--- src/rtl/stack_pkg.sv ---
// Shared types for the stack-machine operand stack controller:
// opcodes, error codes and controller states.
package stack_pkg;

    typedef enum logic [3:0] {
        OP_NOP   = 4'd0,
        OP_PUSH  = 4'd1,
        OP_POP   = 4'd2,
        OP_DUP   = 4'd3,
        OP_SWAP  = 4'd4,
        OP_ADD   = 4'd5,
        OP_SUB   = 4'd6,
        OP_AND   = 4'd7,
        OP_OR    = 4'd8,
        OP_XOR   = 4'd9,
        OP_CLEAR = 4'd10
    } op_e;

    typedef enum logic [1:0] {
        ERR_NONE    = 2'd0,
        ERR_UNDER   = 2'd1,
        ERR_OVER    = 2'd2,
        ERR_ILLEGAL = 2'd3
    } err_e;

    typedef enum logic [0:0] {
        IDLE  = 1'b0,
        SWAP2 = 1'b1
    } state_e;

endpackage

--- src/rtl/stack_ctrl_if.sv ---
// Command/response channel between the sequencer (master) and the
// stack controller (slave).
interface stack_ctrl_if import stack_pkg::*; #(parameter int DW = 8) ();

    logic          cmd_valid;
    logic          cmd_ready;
    logic [3:0]    cmd_op;
    logic [DW-1:0] cmd_imm;
    logic          out_valid;
    logic [DW-1:0] out_data;
    logic          err_valid;
    err_e          err_code;

    modport master (
        output cmd_valid, cmd_op, cmd_imm,
        input  cmd_ready, out_valid, out_data, err_valid, err_code
    );

    modport slave (
        input  cmd_valid, cmd_op, cmd_imm,
        output cmd_ready, out_valid, out_data, err_valid, err_code
    );

endinterface

--- src/rtl/stack_alu.sv ---
// Binary ALU for stack ops; a is NOS, b is TOS, results wrap mod 2**DW.
module stack_alu import stack_pkg::*; #(
    parameter int DW = 8
) (
    input  logic [3:0]    op,
    input  logic [DW-1:0] a,
    input  logic [DW-1:0] b,
    output logic [DW-1:0] result
);

    // Result selection by opcode
    always_comb begin
        result = {DW{1'b0}};
        case (op)
            OP_ADD:  result = a + b;
            OP_SUB:  result = a - b;
            OP_AND:  result = a & b;
            OP_OR:   result = a | b;
            OP_XOR:  result = a ^ b;
            default: result = {DW{1'b0}};
        endcase
    end

endmodule

--- src/rtl/stack_ctrl.sv ---
// LIFO operand-stack controller driving a 2**AW x DW register file.
// RF writes and sp updates land on the accepting edge; SWAP takes two cycles.
module stack_ctrl import stack_pkg::*; #(
    parameter int DW = 8,
    parameter int AW = 4
) (
    input  logic           clock,
    input  logic           reset_n,
    stack_ctrl_if.slave    cmd,
    output logic [AW:0]    depth,
    output logic [AW-1:0]  re_sel_a,
    output logic [AW-1:0]  re_sel_b,
    input  logic [DW-1:0]  re_data_a,
    input  logic [DW-1:0]  re_data_b,
    output logic [AW-1:0]  wr_sel,
    output logic [DW-1:0]  wr_data,
    output logic           wr_en
);

    localparam logic [AW:0] SP_ONE  = (AW+1)'(1);
    localparam logic [AW:0] SP_TWO  = (AW+1)'(2);
    localparam logic [AW:0] SP_FULL = (AW+1)'(2**AW);

    logic [AW:0]   sp_r, sp_next_s, sp_m1_s, sp_m2_s;
    state_e        state_r, state_next_s;
    logic          cmd_ready_r;
    logic          out_valid_r, out_valid_next_s;
    logic [DW-1:0] out_data_r, out_data_next_s;
    logic          err_valid_r, err_valid_next_s;
    err_e          err_code_r, err_code_next_s;
    logic [DW-1:0] hold_r, hold_next_s;
    logic [DW-1:0] alu_result_s;
    logic          accept_s;
    logic          wr_en_s;
    logic [AW-1:0] wr_sel_s;
    logic [DW-1:0] wr_data_s;

    assign sp_m1_s  = sp_r - SP_ONE;
    assign sp_m2_s  = sp_r - SP_TWO;
    assign re_sel_a = sp_m1_s[AW-1:0];
    assign re_sel_b = sp_m2_s[AW-1:0];
    assign accept_s = cmd.cmd_valid & cmd_ready_r;

    assign depth         = sp_r;
    assign cmd.cmd_ready = cmd_ready_r;
    assign cmd.out_valid = out_valid_r;
    assign cmd.out_data  = out_data_r;
    assign cmd.err_valid = err_valid_r;
    assign cmd.err_code  = err_code_r;

    // The RF write strobe must be quiet while reset is asserted, even mid-SWAP
    assign wr_en   = wr_en_s & reset_n;
    assign wr_sel  = wr_sel_s;
    assign wr_data = wr_data_s;

    stack_alu #(.DW(DW)) u_alu (
        .op     (cmd.cmd_op),
        .a      (re_data_b),
        .b      (re_data_a),
        .result (alu_result_s)
    );

    // Command decode: RF write port, next sp/state and response pulses
    always_comb begin
        sp_next_s        = sp_r;
        state_next_s     = state_r;
        wr_en_s          = 1'b0;
        wr_sel_s         = sp_r[AW-1:0];
        wr_data_s        = {DW{1'b0}};
        out_valid_next_s = 1'b0;
        out_data_next_s  = out_data_r;
        err_valid_next_s = 1'b0;
        err_code_next_s  = err_code_r;
        hold_next_s      = hold_r;
        case (state_r)
            IDLE: begin
                if (accept_s) begin
                    case (cmd.cmd_op)
                        OP_NOP: begin
                        end
                        OP_PUSH: begin
                            if (sp_r == SP_FULL) begin
                                err_valid_next_s = 1'b1;
                                err_code_next_s  = ERR_OVER;
                            end else begin
                                wr_en_s     = 1'b1;
                                wr_data_s   = cmd.cmd_imm;
                                sp_next_s   = sp_r + SP_ONE;
                            end
                        end
                        OP_POP: begin
                            if (sp_r < SP_ONE) begin
                                err_valid_next_s = 1'b1;
                                err_code_next_s  = ERR_UNDER;
                            end else begin
                                out_valid_next_s = 1'b1;
                                out_data_next_s  = re_data_a;
                                sp_next_s        = sp_m1_s;
                            end
                        end
                        OP_DUP: begin
                            if (sp_r < SP_ONE) begin
                                err_valid_next_s = 1'b1;
                                err_code_next_s  = ERR_UNDER;
                            end else if (sp_r == SP_FULL) begin
                                err_valid_next_s = 1'b1;
                                err_code_next_s  = ERR_OVER;
                            end else begin
                                wr_en_s   = 1'b1;
                                wr_data_s = re_data_a;
                                sp_next_s = sp_r + SP_ONE;
                            end
                        end
                        OP_SWAP: begin
                            if (sp_r < SP_TWO) begin
                                err_valid_next_s = 1'b1;
                                err_code_next_s  = ERR_UNDER;
                            end else begin
                                wr_en_s      = 1'b1;
                                wr_sel_s     = sp_m1_s[AW-1:0];
                                wr_data_s    = re_data_b;
                                hold_next_s  = re_data_a;
                                state_next_s = SWAP2;
                            end
                        end
                        OP_ADD, OP_SUB, OP_AND, OP_OR, OP_XOR: begin
                            if (sp_r < SP_TWO) begin
                                err_valid_next_s = 1'b1;
                                err_code_next_s  = ERR_UNDER;
                            end else begin
                                wr_en_s   = 1'b1;
                                wr_sel_s  = sp_m2_s[AW-1:0];
                                wr_data_s = alu_result_s;
                                sp_next_s = sp_m1_s;
                            end
                        end
                        OP_CLEAR: begin
                            sp_next_s = {(AW+1){1'b0}};
                        end
                        default: begin
                            err_valid_next_s = 1'b1;
                            err_code_next_s  = ERR_ILLEGAL;
                        end
                    endcase
                end else begin
                    sp_next_s = sp_r;
                end
            end
            SWAP2: begin
                wr_en_s      = 1'b1;
                wr_sel_s     = sp_m2_s[AW-1:0];
                wr_data_s    = hold_r;
                state_next_s = IDLE;
            end
            default: begin
                state_next_s = IDLE;
            end
        endcase
    end

    // Controller state and registered sequencer-facing outputs
    always_ff @(posedge clock or negedge reset_n) begin
        if (!reset_n) begin
            sp_r        <= {(AW+1){1'b0}};
            state_r     <= IDLE;
            cmd_ready_r <= 1'b0;
            out_valid_r <= 1'b0;
            out_data_r  <= {DW{1'b0}};
            err_valid_r <= 1'b0;
            err_code_r  <= ERR_NONE;
            hold_r      <= {DW{1'b0}};
        end else begin
            sp_r        <= sp_next_s;
            state_r     <= state_next_s;
            cmd_ready_r <= (state_next_s == IDLE);
            out_valid_r <= out_valid_next_s;
            out_data_r  <= out_data_next_s;
            err_valid_r <= err_valid_next_s;
            err_code_r  <= err_code_next_s;
            hold_r      <= hold_next_s;
        end
    end

endmodule
--- src/flat_wrapper.sv ---
// flat-port wrapper written by rule: the top's interface ports become plain ports
module stack_ctrl_flat import stack_pkg::*;
#(
    parameter int DW = 8,
    parameter int AW = 4
)
  (clock, reset_n, depth, re_sel_a, re_sel_b, re_data_a, re_data_b, wr_sel, wr_data, wr_en, cmd_cmd_valid, cmd_cmd_op, cmd_cmd_imm, cmd_cmd_ready, cmd_out_valid, cmd_out_data, cmd_err_valid, cmd_err_code);
  stack_ctrl_if #(.DW(DW)) cmd_i ();
  input  logic clock;
  input  logic reset_n;
  output logic [AW:0] depth;
  output logic [AW-1:0] re_sel_a;
  output logic [AW-1:0] re_sel_b;
  input  logic [DW-1:0] re_data_a;
  input  logic [DW-1:0] re_data_b;
  output logic [AW-1:0] wr_sel;
  output logic [DW-1:0] wr_data;
  output logic wr_en;
  input wire logic [$bits(cmd_i.cmd_valid)-1:0] cmd_cmd_valid;
  input wire logic [$bits(cmd_i.cmd_op)-1:0] cmd_cmd_op;
  input wire logic [$bits(cmd_i.cmd_imm)-1:0] cmd_cmd_imm;
  output wire logic [$bits(cmd_i.cmd_ready)-1:0] cmd_cmd_ready;
  output wire logic [$bits(cmd_i.out_valid)-1:0] cmd_out_valid;
  output wire logic [$bits(cmd_i.out_data)-1:0] cmd_out_data;
  output wire logic [$bits(cmd_i.err_valid)-1:0] cmd_err_valid;
  output wire logic [$bits(cmd_i.err_code)-1:0] cmd_err_code;
  assign cmd_i.cmd_valid = cmd_cmd_valid;
  assign cmd_i.cmd_op = cmd_cmd_op;
  assign cmd_i.cmd_imm = cmd_cmd_imm;
  assign cmd_cmd_ready = cmd_i.cmd_ready;
  assign cmd_out_valid = cmd_i.out_valid;
  assign cmd_out_data = cmd_i.out_data;
  assign cmd_err_valid = cmd_i.err_valid;
  assign cmd_err_code = cmd_i.err_code;
  stack_ctrl #(.DW(DW), .AW(AW)) u_core (.clock(clock), .reset_n(reset_n), .cmd(cmd_i), .depth(depth), .re_sel_a(re_sel_a), .re_sel_b(re_sel_b), .re_data_a(re_data_a), .re_data_b(re_data_b), .wr_sel(wr_sel), .wr_data(wr_data), .wr_en(wr_en));
endmodule
--- config.mk ---
export PLATFORM = sky130hd
export DESIGN_NAME = stack_ctrl_flat
export DESIGN_NICKNAME = d
export VERILOG_FILES = /design/src/rtl/stack_pkg.sv /design/src/rtl/stack_ctrl_if.sv /design/src/rtl/stack_alu.sv /design/src/rtl/stack_ctrl.sv /design/src/flat_wrapper.sv
export SDC_FILE = /design/constraint.sdc
export NUM_CORES = 1
export LEC_CHECK = 0
export CORE_UTILIZATION = 35
export CTS_CLUSTER_SIZE = 28
export DETAILED_ROUTE_END_ITERATION = 7
export GPL_ROUTABILITY_DRIVEN = 0
export PLACE_DENSITY = 0.59
export SKIP_LAST_GASP = 1
export SYNTH_ARGS = -nofsm -noshare
export SYNTH_HDL_FRONTEND = slang
export SYNTH_SLANG_ARGS = --single-unit
--- constraint.sdc ---
create_clock -name clock -period 3.1 [get_ports clock]
set_input_delay 0.31 -clock clock [delete_from_list [all_inputs] [get_ports clock]]
set_output_delay 0.31 -clock clock [all_outputs]
set_load 0.01 [all_outputs]
==> metrics list <==
- The flow ran to the end, and the final reports show no timing, DRC or antenna violations.
- RSZ-0062 raised after global routing: yes
- EDFF count, synth: 0
- IR analysis of the VDD net gives a maximum drop of around 0.27 mV.
* Achievable frequency: 331 MHz
* Peak per-stage delay on the critical path: between 0.4 and 0.5 ns
- The total area inside the core boundary comes to about 7800 um^2.
- Once placement finished, the instance area stood at 4060 um^2.
- Total clock sinks: 27
* Layout net count: about 550
* Area of the die: ~8500 um^2
- The detailed router finished its first iteration with approximately 180 violations.
* Number of fill cells: around 750
* I/O Buffers: slightly below 70
- Setup violations remaining at the end of the flow were counted as 0.
* Class of the tightest hold or removal check: primary input to flop
* Area of the mapped netlist: 2830 um^2
* Total nets after synthesis: roughly 420
* Detailed-route DRC error count: 0
* GRT Residual Overflow: 0
- After layout, the minimum clock period comes to between 3 and 4 ns.
- Worst Max-Slew Pin Slew: approximately 0.62 ns
* Count of pins over their slew limit: 0
* Share of the core filled with cells in the final layout: between 50% and 60%
- Detail-routed net length per standard cell: 15.3 um
- Number of cell rows: 32
* Post-Place Worst Slack: -0.754 ns
- Clock latency on the worst-skew pair: around 0.28 ns
* Fraction of synthesized cell area taken by the top area cell type: 23.8%
* Storage cell area: ~680 um^2
* Design area: between 4000 and 5000 um^2
* Number of global-route vias before repair: between 3000 and 4000
- For this design the static power due to leakage is 2.06 nW.
- Critical path arrival: between 2 and 3 ns
- The worst setup path is of the primary input to output port kind.
- Routed vias: 3104
* Maximum root-to-sink buffer count: 2
- Crit-path leading delay family: simple AND/OR/NAND/NOR gates
- Counting instances in the post-synthesis netlist gives the leading cell types as 45 x sky130_fd_sc_hd__nand2_1, 32 x sky130_fd_sc_hd__inv_1, 29 x sky130_fd_sc_hd__ha_1.
- Yosys reg bits: 27
- The multi-input combinational cells in the finished layout cover a total of about 2000 um^2.
* Clock slew seen by the registers of the worst setup and hold paths: roughly 0.10 ns
* Initial Utilization: approximately 36%
- Critical path endpoint category: output port
- Cells taking the most area after synthesis: sky130_fd_sc_hd__dfrtp_1 24%, sky130_fd_sc_hd__ha_1 13%, sky130_fd_sc_hd__nand2_1 6.0%
- Portion of the post-synthesis area used by sequential elements: 23.8%
* Number of hold violations in the final report: 0
* Cell repeated most along the worst path: sky130_fd_sc_hd__buf_6
- Number of placed instances with taps included: 576
* Worst slew margin relative to its limit: 57.7%
- H-Tree Level Count: 1
* Global-route wire length before repair: between 10000 and 15000 um
* Flip-flop cell with the highest count after synthesis: sky130_fd_sc_hd__dfrtp_1
- The final layout contains routed wiring with a total length of approximately 9000 um.
- Via-to-Cell Ratio: 5.27
- Excluding fillers, the count of instances in the completed layout stands at about 590.
- Gate count of the mapped netlist: between 300 and 400
* Post-route clock period utilization: slightly below 100%
* Number of antenna violations at the first check in global routing: 0
- In the global route stage, overall resource usage came out at a little over a fifth.
- STA puts the critical path data required time at ~2.8 ns.
* Horiz. Die Dim: ~90 um
* Count of synthesis-stage warnings from yosys: 0
- STA classifies the critical path startpoint as a primary input.
- Max-cap viol count: 0
* Power density cells: 559 nW/um^2
- Async set-or-reset flop fraction in the synthesized netlist: 100%
- For this design the top-level I/O count stands at 70.
- Router iterations before antenna repair: 4
- Cell accounting for the most synthesized area: sky130_fd_sc_hd__dfrtp_1
- Count of distinct cell types in the synthesized netlist: 63
* Maximum number of pins on one net before global-route repair: 28
- The post-route netlist has around a quarter of its cells at a drive strength greater than 1.
* Final antenna-violating net count: 0
- Together, buffers and inverters on the worst path number 4.
- Count of inserted antenna diode cells: 0
- Averaged over all synthesized cells, the footprint is approximately 8 um^2.
* Worst-path maximum fanout: 4
- Slowest stage cell on the critical path: sky130_fd_sc_hd__a2111o_1
* Cts bufs inserted: 3
- Sequence of cells on the critical path: buf_6, and4bb_4, buf_6, nor2_4, xnor2_2, ha_1, buf_6, nand4_1, a21oi_1, and3b_1, xnor2_1, a2111o_1, o311a_1, buf_2
* Most common cell in the synthesized netlist: sky130_fd_sc_hd__nand2_1
- The area growth from synthesis to layout is 50.9%.
* Chip height: 92.0 um
* Setup WS post-layout: ~0.08 ns
- The tree is rooted in a sky130_fd_sc_hd__clkbuf_8.
* Clock tree from TritonCTS: done
- Post-DP HPWL: between 7000 and 8000 um
* Summed negative setup slack over all endpoints: 0 ns
- On the final layout, the worst clock skew is around 0.0055 ns.
[report_power, final]
group | internal [W] | switching, W | leakage, nW
clock network | 0.0000948 | 0.000125 | 0.0261
logic | 0.000852 | 0.000747 | 1.69
registers | 0.000480 | 0.0000926 | 0.341
[cells in the final DEF (no fill, tap or decap), types with 2 or more instances in the layout]
master,netlist,layout
sky130_fd_sc_hd__nand4_1,3,3
sky130_fd_sc_hd__dfrtp_1,27,27
sky130_fd_sc_hd__dlymetal6s2s_1,0,4
sky130_fd_sc_hd__nand3_1,8,8
sky130_fd_sc_hd__inv_2,0,3
sky130_fd_sc_hd__a32o_1,2,2
sky130_fd_sc_hd__and4bb_4,1,2
sky130_fd_sc_hd__dlygate4sd2_1,0,5
sky130_fd_sc_hd__buf_6,0,6
sky130_fd_sc_hd__a211oi_1,2,2
sky130_fd_sc_hd__xor2_1,6,6
sky130_fd_sc_hd__nor2b_1,5,4
sky130_fd_sc_hd__xnor2_2,0,3
sky130_fd_sc_hd__o31ai_1,2,2
sky130_fd_sc_hd__a21oi_2,0,2
sky130_fd_sc_hd__o221ai_1,4,4
sky130_fd_sc_hd__xnor2_1,9,6
sky130_fd_sc_hd__a21o_1,4,4
sky130_fd_sc_hd__o21ai_0,19,19
sky130_fd_sc_hd__ha_1,29,27
sky130_fd_sc_hd__a31oi_1,5,4
sky130_fd_sc_hd__a22o_1,6,6
sky130_fd_sc_hd__buf_4,2,70
sky130_fd_sc_hd__a21oi_1,22,19
sky130_fd_sc_hd__clkdlybuf4s50_1,0,51
sky130_fd_sc_hd__clkbuf_8,0,3
sky130_fd_sc_hd__o22ai_1,3,3
sky130_fd_sc_hd__nor2_4,0,2
sky130_fd_sc_hd__buf_2,13,2
sky130_fd_sc_hd__nand2b_1,7,7
sky130_fd_sc_hd__clkbuf_2,0,6
sky130_fd_sc_hd__inv_1,32,29
sky130_fd_sc_hd__a2111o_1,2,2
sky130_fd_sc_hd__nor3_1,4,3
sky130_fd_sc_hd__a22oi_1,12,12
sky130_fd_sc_hd__o21a_1,2,2
sky130_fd_sc_hd__nor2_1,24,21
sky130_fd_sc_hd__nand2_1,45,45
sky130_fd_sc_hd__o21ai_1,18,18
sky130_fd_sc_hd__a221oi_1,2,2
[flip-flops by register name, indices dropped and copies added (netlist names)]
register / cells
u_core.cmd.err_code: 2
u_core.cmd.err_valid: 1
u_core.hold_r: 8
u_core.depth: 5
u_core.cmd.cmd_ready: 1
u_core.state_r: 1
u_core.cmd.out_valid: 1
u_core.cmd.out_data: 8
[repair_timing]
action                                  in CTS  in global routing
pin swaps                                   21                 22
hold buffers                                 0                  0
endpoints found under the hold margin        0                  0
gates cloned                                 0                  0
endpoints found under the setup margin      10                  6
gates resized for setup                     36                 37
buffers inserted                             6                  4
[kinds of logic after synthesis]
group	synth area share, %
XOR/XNOR	4.64
adder cells (fa/ha/maj)	13.5
multiplexers	0.751
AND/OR/NAND/NOR	21.0
flip-flops	23.8
AO/OA/AOI/OAI	28.3
buffers and inverters	7.99
[layout make-up]
class,count,area share (%)
multi-input cells,279,47.8
clock inverters,1,0.205
clock buffers,3,0.965
inverters,32,2.81
repair buffers,145,29.4
well taps,102,2.98
flip-flops and latches,27,15.8
[through the flow]
stage / hold slack (ns) / total power, W
floorplan: 0.0144 / 0.00134
global placement: 0.467 / 0.00210
detailed placement: 0.470 / 0.00211
CTS: 0.450 / 0.00237
global route: 0.430 / 0.00257
finish: 0.420 / 0.00239
[layer usage]
metal	part of all wire, %	up-vias	wire length, um	track usage [%]
met3	4.4	17	393	3.15
met4	2.0	0	176	6.25
met2	49	87	4440	36.9
met5	0	-	0	0
met1	44	1455	3990	28.5
li1	-	1545	-	-
[tightest hold or removal path, delay by kind of cell]
family,cells,cell delay [ns]
AO/OA/AOI/OAI,1,0.06
buffers and inverters,3,0.30
[final timing paths]
path                            cells past startpoint                         start                                 end  slack (ns)
worst min register to register                      2  u_core.hold_r[3]$_DFFE_PN0P_        u_core.hold_r[3]$_DFFE_PN0P_        0.49
min in group asynchronous                           2                       reset_n         u_core.depth[3]$_DFFE_PN0P_        0.43
max in group asynchronous                           2                       reset_n      u_core.cmd.cmd_ready$_DFF_PN0_        2.41
worst max-delay path                               14                 cmd_cmd_op[3]                          wr_data[7]        0.08
worst max register to register                     11   u_core.depth[2]$_DFFE_PN0P_         u_core.depth[0]$_DFFE_PN0P_        0.69
worst min-delay path                                4                  re_data_a[1]  u_core.cmd.out_data[1]$_DFFE_PN0P_        0.42
Power figures use the tool's default switching activity.
